===== src/rtl/hwpe_color_converter_engine.sv =====
// Streaming multi-mode colour converter: pass-through, RGB->YCbCr (BT.601 Q8), RGB->grey, RGB->BGR.
// Two-stage stall-capable pipeline (products, then sum/shift/clamp), PIX pixels per beat.

module hwpe_ccv_lane (
    input  logic        clk,
    input  logic        rst,
    input  logic        clear,
    input  logic        s1_en,
    input  logic        s2_en,
    input  logic [1:0]  s1_mode,
    input  logic [23:0] pix_in,
    output logic [23:0] pix_out
);
    logic signed [17:0] r, g, b;
    logic signed [17:0] prod_q [9];
    logic [23:0]        raw_q;
    logic signed [17:0] y_sh, cb_sh, cr_sh;
    logic [7:0]         y8, cb8, cr8;
    logic [23:0]        res;

    assign r = $signed({10'd0, pix_in[7:0]});
    assign g = $signed({10'd0, pix_in[15:8]});
    assign b = $signed({10'd0, pix_in[23:16]});

    function automatic logic [7:0] clamp8(input logic signed [17:0] v);
        if (v < 18'sd0)        return 8'd0;
        else if (v > 18'sd255) return 8'd255;
        else                   return v[7:0];
    endfunction

    // Stage 1: coefficient products, negative terms stored already negated
    always_ff @(posedge clk or posedge rst) begin
        if (rst) begin
            for (int i = 0; i < 9; i++) prod_q[i] <= '0;
            raw_q <= '0;
        end else if (clear) begin
            for (int i = 0; i < 9; i++) prod_q[i] <= '0;
            raw_q <= '0;
        end else if (s1_en) begin
            prod_q[0] <= 18'sd77 * r;
            prod_q[1] <= 18'sd150 * g;
            prod_q[2] <= 18'sd29 * b;
            prod_q[3] <= -18'sd43 * r;
            prod_q[4] <= -18'sd85 * g;
            prod_q[5] <= 18'sd128 * b;
            prod_q[6] <= 18'sd128 * r;
            prod_q[7] <= -18'sd107 * g;
            prod_q[8] <= -18'sd21 * b;
            raw_q     <= pix_in;
        end
    end

    assign y_sh  = (prod_q[0] + prod_q[1] + prod_q[2] + 18'sd128) >>> 8;
    assign cb_sh = ((prod_q[3] + prod_q[4] + prod_q[5] + 18'sd128) >>> 8) + 18'sd128;
    assign cr_sh = ((prod_q[6] + prod_q[7] + prod_q[8] + 18'sd128) >>> 8) + 18'sd128;
    assign y8    = clamp8(y_sh);
    assign cb8   = clamp8(cb_sh);
    assign cr8   = clamp8(cr_sh);

    always_comb begin
        res = raw_q;
        case (s1_mode)
            2'd1:    res = {cr8, cb8, y8};
            2'd2:    res = {y8, y8, y8};
            2'd3:    res = {raw_q[7:0], raw_q[15:8], raw_q[23:16]};
            default: res = raw_q;
        endcase
    end

    always_ff @(posedge clk or posedge rst) begin
        if (rst)        pix_out <= '0;
        else if (clear) pix_out <= '0;
        else if (s2_en) pix_out <= res;
    end
endmodule

module hwpe_color_converter_engine #(
    parameter int STREAM_WIDTH = 96,
    parameter int LEN_WIDTH    = 16
) (
    input  logic                    clk,
    input  logic                    rst,
    input  logic                    clear,
    input  logic                    start,
    input  logic [1:0]              mode,
    input  logic [LEN_WIDTH-1:0]    len,
    input  logic                    in_valid,
    output logic                    in_ready,
    input  logic [STREAM_WIDTH-1:0] in_data,
    output logic                    out_valid,
    input  logic                    out_ready,
    output logic [STREAM_WIDTH-1:0] out_data,
    output logic                    out_last,
    output logic                    busy,
    output logic                    done
);
    localparam int PIX    = STREAM_WIDTH / 24;
    localparam int STAGES = 2;

    typedef enum logic [1:0] {IDLE, RUN, DRAIN} state_t;

    state_t               state_q, state_d;
    logic [LEN_WIDTH-1:0] len_q, cnt_q, cnt_inc;
    logic [1:0]           mode_q, s1_mode_q;
    logic [STAGES:1]      vld_pipe, last_pipe;
    logic                 done_q, done_d;
    logic                 s1_adv, s2_adv, in_fire, out_fire, beat_last;

    assign s2_adv    = !vld_pipe[2] || out_ready;
    assign s1_adv    = !vld_pipe[1] || s2_adv;
    assign in_ready  = (state_q == RUN) && s1_adv;
    assign in_fire   = in_valid && in_ready;
    assign out_fire  = out_valid && out_ready;
    assign cnt_inc   = cnt_q + {{(LEN_WIDTH-1){1'b0}}, 1'b1};
    // cnt_q never exceeds len-1 while in RUN, so cnt_inc cannot wrap
    assign beat_last = (cnt_inc == len_q);

    assign out_valid = vld_pipe[2];
    assign out_last  = last_pipe[2];
    assign busy      = (state_q != IDLE);
    assign done      = done_q;

    always_ff @(posedge clk or posedge rst) begin
        if (rst) begin
            state_q <= IDLE;
            done_q  <= 1'b0;
        end else begin
            state_q <= state_d;
            done_q  <= done_d;
        end
    end

    always_comb begin
        state_d = state_q;
        done_d  = 1'b0;
        if (clear) begin
            state_d = IDLE;
        end else begin
            case (state_q)
                IDLE: if (start) begin
                    if (len != '0) state_d = RUN;
                    else           done_d  = 1'b1;
                end
                RUN:   if (in_fire && beat_last) state_d = DRAIN;
                DRAIN: if (out_fire && out_last) begin
                    state_d = IDLE;
                    done_d  = 1'b1;
                end
                default: state_d = IDLE;
            endcase
        end
    end

    always_ff @(posedge clk or posedge rst) begin
        if (rst) begin
            len_q  <= '0;
            cnt_q  <= '0;
            mode_q <= '0;
        end else if (clear) begin
            cnt_q <= '0;
        end else if (state_q == IDLE && start && len != '0) begin
            len_q  <= len;
            mode_q <= mode;
            cnt_q  <= '0;
        end else if (in_fire) begin
            cnt_q <= cnt_inc;
        end
    end

    always_ff @(posedge clk or posedge rst) begin
        if (rst) begin
            vld_pipe  <= '0;
            last_pipe <= '0;
            s1_mode_q <= '0;
        end else if (clear) begin
            vld_pipe  <= '0;
            last_pipe <= '0;
            s1_mode_q <= '0;
        end else begin
            if (s1_adv) begin
                vld_pipe[1]  <= in_fire;
                last_pipe[1] <= in_fire && beat_last;
            end
            if (in_fire) s1_mode_q <= mode_q;
            if (s2_adv) begin
                vld_pipe[2]  <= vld_pipe[1];
                last_pipe[2] <= last_pipe[1];
            end
        end
    end

    for (genvar k = 0; k < PIX; k++) begin : g_lane
        hwpe_ccv_lane u_lane (
            .clk     (clk),
            .rst     (rst),
            .clear   (clear),
            .s1_en   (in_fire),
            .s2_en   (s2_adv && vld_pipe[1]),
            .s1_mode (s1_mode_q),
            .pix_in  (in_data[24*k +: 24]),
            .pix_out (out_data[24*k +: 24])
        );
    end
endmodule


===== config.mk =====
export PLATFORM = sky130hd
export DESIGN_NAME = hwpe_color_converter_engine
export DESIGN_NICKNAME = d
export VERILOG_FILES = /design/src/rtl/hwpe_color_converter_engine.sv
export SDC_FILE = /design/constraint.sdc
export NUM_CORES = 2
export LEC_CHECK = 0
export ABC_AREA = 1
export CORE_ASPECT_RATIO = 0.9
export CORE_MARGIN = 1
export CORE_UTILIZATION = 25
export CTS_BUF_LIST = sky130_fd_sc_hd__clkbuf_16
export DETAILED_ROUTE_END_ITERATION = 7
export DONT_BUFFER_PORTS = 1
export GPL_ROUTABILITY_DRIVEN = 1
export GPL_TIMING_DRIVEN = 0
export PLACE_DENSITY = 0.37
export SLEW_MARGIN = 20
export SYNTH_ARGS = -nofsm -noshare
export SYNTH_HDL_FRONTEND = slang
export SYNTH_SLANG_ARGS = --single-unit

===== constraint.sdc =====
create_clock -name clk -period 21 [get_ports clk]
set_clock_uncertainty 0.05 [all_clocks]
set_input_delay 5.25 -clock clk [delete_from_list [all_inputs] [get_ports clk]]
set_output_delay 5.25 -clock clk [all_outputs]
set_load 0.005 [all_outputs]

==> flow_summary.toml <==
[sta]
finalSetupViolations = 0
rsz0062_at_grt = "false"
worst_slew_pin_slew_ns = 1.25
min_period_ns = 11.01
final_hold_viol_count = 0
tns_ns = 0
relSlewSlack_pct = 16.9
drv_slew = 0
min_period_over_period_pct = 52.4
timing.fmax_mhz = 90.8

[placed_design]
gp_congestion = 0.902
portBuffers = 0
dp_cells = 12643
dp_hpwl_mm = 247

[synthesis]
syn_nets = 10834
netlist_top_cells_area = "ha_1 (25%), dfrtp_1 (22%), fa_1 (11%)"
avgSynthCellArea_um2 = 7.90
synth_flop_cell = "dfrtp_1"
synth-seq-area-share_pct = 21.8
synth_warnings = 0
async_flop_share_pct = 100
yosys.area.top_type = "ha_1"
synth.top_cell.area_share_pct = 25.5
synthCells = 8889
synth_cell_types = 54
synth_seq_cells = 611
synth_edf_count = 0
syn_area_um2 = 70200

[clock_network]
h-tree-depth = 3
ctsResizeCount = 0
cts_root_buffer = "clkbuf_16"
cts.sinks = 611
postCtsSetupBuffers = 0
clk_latency_ns = 0.75
cts_buffers = 88
clock_path_buffers = 3
path_clk_slew_ns = 0.06
cts_tree = "done"
cts-hold-fix-buffers = 0

[finish]
fill_cells = 30365
final_common_cell = "inv_1"
stdcell_count = 12816
syn2layout_area_growth_pct = 12.1
drive_gt1_share_pct = 3.61
nets = 10958
final_cell_mix = "inv_1 (1982), nand2_1 (1754), ha_1 (1429), dfrtp_1 (611), a21oi_1 (569)"

[pwr]
comb_power_share_pct = 49.9
p_clk_share_pct = 27.5
power_leakage_nw = 42.7
seq_power_share_pct = 22.6
p_switching_mw = 2.64
power.internal_mw = 3.24
ir_worst_vdd_mv = 0.0608
power.density_nw_per_um2 = 74.8
swShare_pct = 45.0

[floorplanning]
core_area_um2 = 279000
die_h_um = 505
boundaryPins = 221
die-area_um2 = 283000
dieWidth_um = 560
initial_core_util_pct = 25.1
rows = 184

[critical_path]
cp.required_ns = 15.70
timing.reg2reg.setup_slack_ns = 16.70
critPathBufInv = 3
cpLargestDelayFamily = "simple AND/OR/NAND/NOR gates"
cp-start-kind = "input port"
slowest_delay_ns = 0.11
r2r_start = "g_lane[3].u_lane.prod_q[135]$_DFFE_PP0P_"
cp_cell_sequence = "nor2_1 > inv_2 > nor2_1 > inv_1 > nand3_1 > inv_2"
worst_ep_arrival_time_ns = 5.71
crit_path_top_delay_cell = "nor2_1"
reg2regPathDepth = 15
rr_endpoint = "g_lane[3].u_lane.pix_out[23]$_DFFE_PP0P_"
critical_path_class = "in -> out"
end_kind = "output port"
crit_fanout = 5

[drt]
num_vias = 59796
antenna_left = 0
wl_mm = 294
wire_per_inst_um = 23.0
routed_via_density = 4.67
drt_iter0_drc = 4007
first_pass_iters = 6
drc = 0

[global_route]
grt_pass1_wl_mm = 425
antenna_found_initial = 31
grt_usage_pct = 20.7
grt_pass1_vias = 60047
grt_max_degree = 32
grt-ovfl-total = 0

[worst_hold_path]
hold_path_depth = 2
hold-path-endpoint = "g_lane[1].u_lane.raw_q[14]$_DFFE_PP0P_"
holdCritStartpoint = "g_lane[1].u_lane.raw_q[14]$_DFFE_PP0P_"
min_path_type = "reg -> reg"

[flow_run]
maxCapViolCount = 0

[outcome]
status = "complete, no violations"
[synth_stat cells (15+ instances only)]
cell type,instances
and2_1,19
nand4_1,35
a21oi_1,569
o31ai_1,17
nor3_1,87
inv_1,1965
buf_2,69
nand3b_1,28
o21bai_1,54
ha_1,1429
o21ai_0,507
nor4_1,19
dfrtp_1,611
xnor2_1,32
nand3_1,271
nor2_1,316
clkbuf_1,86
a22o_1,62
a31oi_1,15
nand2_1,1754
fa_1,396
o2111ai_1,35
o22ai_1,265
a21o_1,19
o221ai_1,24
xor2_1,68
[metrics by stage]
stage          area, um^2  worst slack (ns)  utilization, %  power, mW  hold slack, ns
4_1_cts             78600              9.98            28.2       5.94           0.439
5_1_grt             78600              9.86            28.2       6.40           0.461
3_5_place_dp        75600              9.98            27.1       4.27           0.424
3_3_place_gp        74800              1.90            26.8       4.28           0.421
6_report            78700              9.99            28.2       5.88           0.439
2_1_floorplan       70200              7.36               -       3.37           0.399
[power by group through the flow]
stage          clock (mW)  combinational, mW  sequential, mW
4_1_cts              1.66               2.95            1.33
3_5_place_dp            0               2.92            1.35
5_1_grt              1.70               3.36            1.34
2_1_floorplan           0               2.04            1.33
3_3_place_gp            0               2.92            1.36
6_report             1.62               2.94            1.33
[worst min-delay path: stages, from the launching register on]
cell and delay [ns]:
dfrtp_1 0.35, nand2_1 0.05, o21ai_0 0.06
[worst max-delay path by stage]
stage	start	slack (ns)	to	cells after the start
floorplan	rst	7.36	cnt_q[0]$_DFFE_PP0P_	1
global placement	rst	1.90	len_q[0]$_DFFE_PP0P_	1
detailed placement	out_ready	9.98	in_ready	6
CTS	out_ready	9.98	in_ready	6
global route	out_ready	9.86	in_ready	6
finish	out_ready	9.99	in_ready	6
[cell families after synthesis]
family | synth area share [%]
adders and majority gates | 36.8
xor gates and xnor gates | 1.25
buffers and inverters | 11.5
AOI/OAI and AO/OA | 13.6
DFF | 21.8
and+or+nand+nor | 15.0
[per-layer routing]
layer / up-vias / global-route usage, % / wire length [um]
met5: - / 0 / 0
met4: 0 / 5.70 / 8750
met3: 265 / 2.80 / 14200
met2: 1339 / 32.8 / 130000
met1: 29015 / 29.1 / 141000
li1: 29177 / - / -
[registers in the layout, indices dropped and copies added, names as in the netlist]
| register | flops |
|---|---|
| g_lane.u_lane.raw_q | 96 |
| cnt_q | 16 |
| s1_mode_q | 2 |
| state_q | 2 |
| vld_pipe | 2 |
| done | 1 |
| len_q | 16 |
| last_pipe | 2 |
| g_lane.u_lane.prod_q | 376 |
| g_lane.u_lane.pix_out | 96 |
| mode_q | 2 |
[layout make-up]
class	instances	area [um^2]	area share (%)
Clock inverter	74	754	0.959
Sequential cell	611	15300	19.4
Tap cell	3720	4650	5.92
Buffer	158	724	0.921
Clock buffer	90	2250	2.86
Inverter	1976	7420	9.43
Timing Repair Buffer	34	748	0.951
Antenna cell	9	22.5	0.0286
Multi-Input combinational cell	6144	46800	59.5
Power figures use the tool's default switching activity.
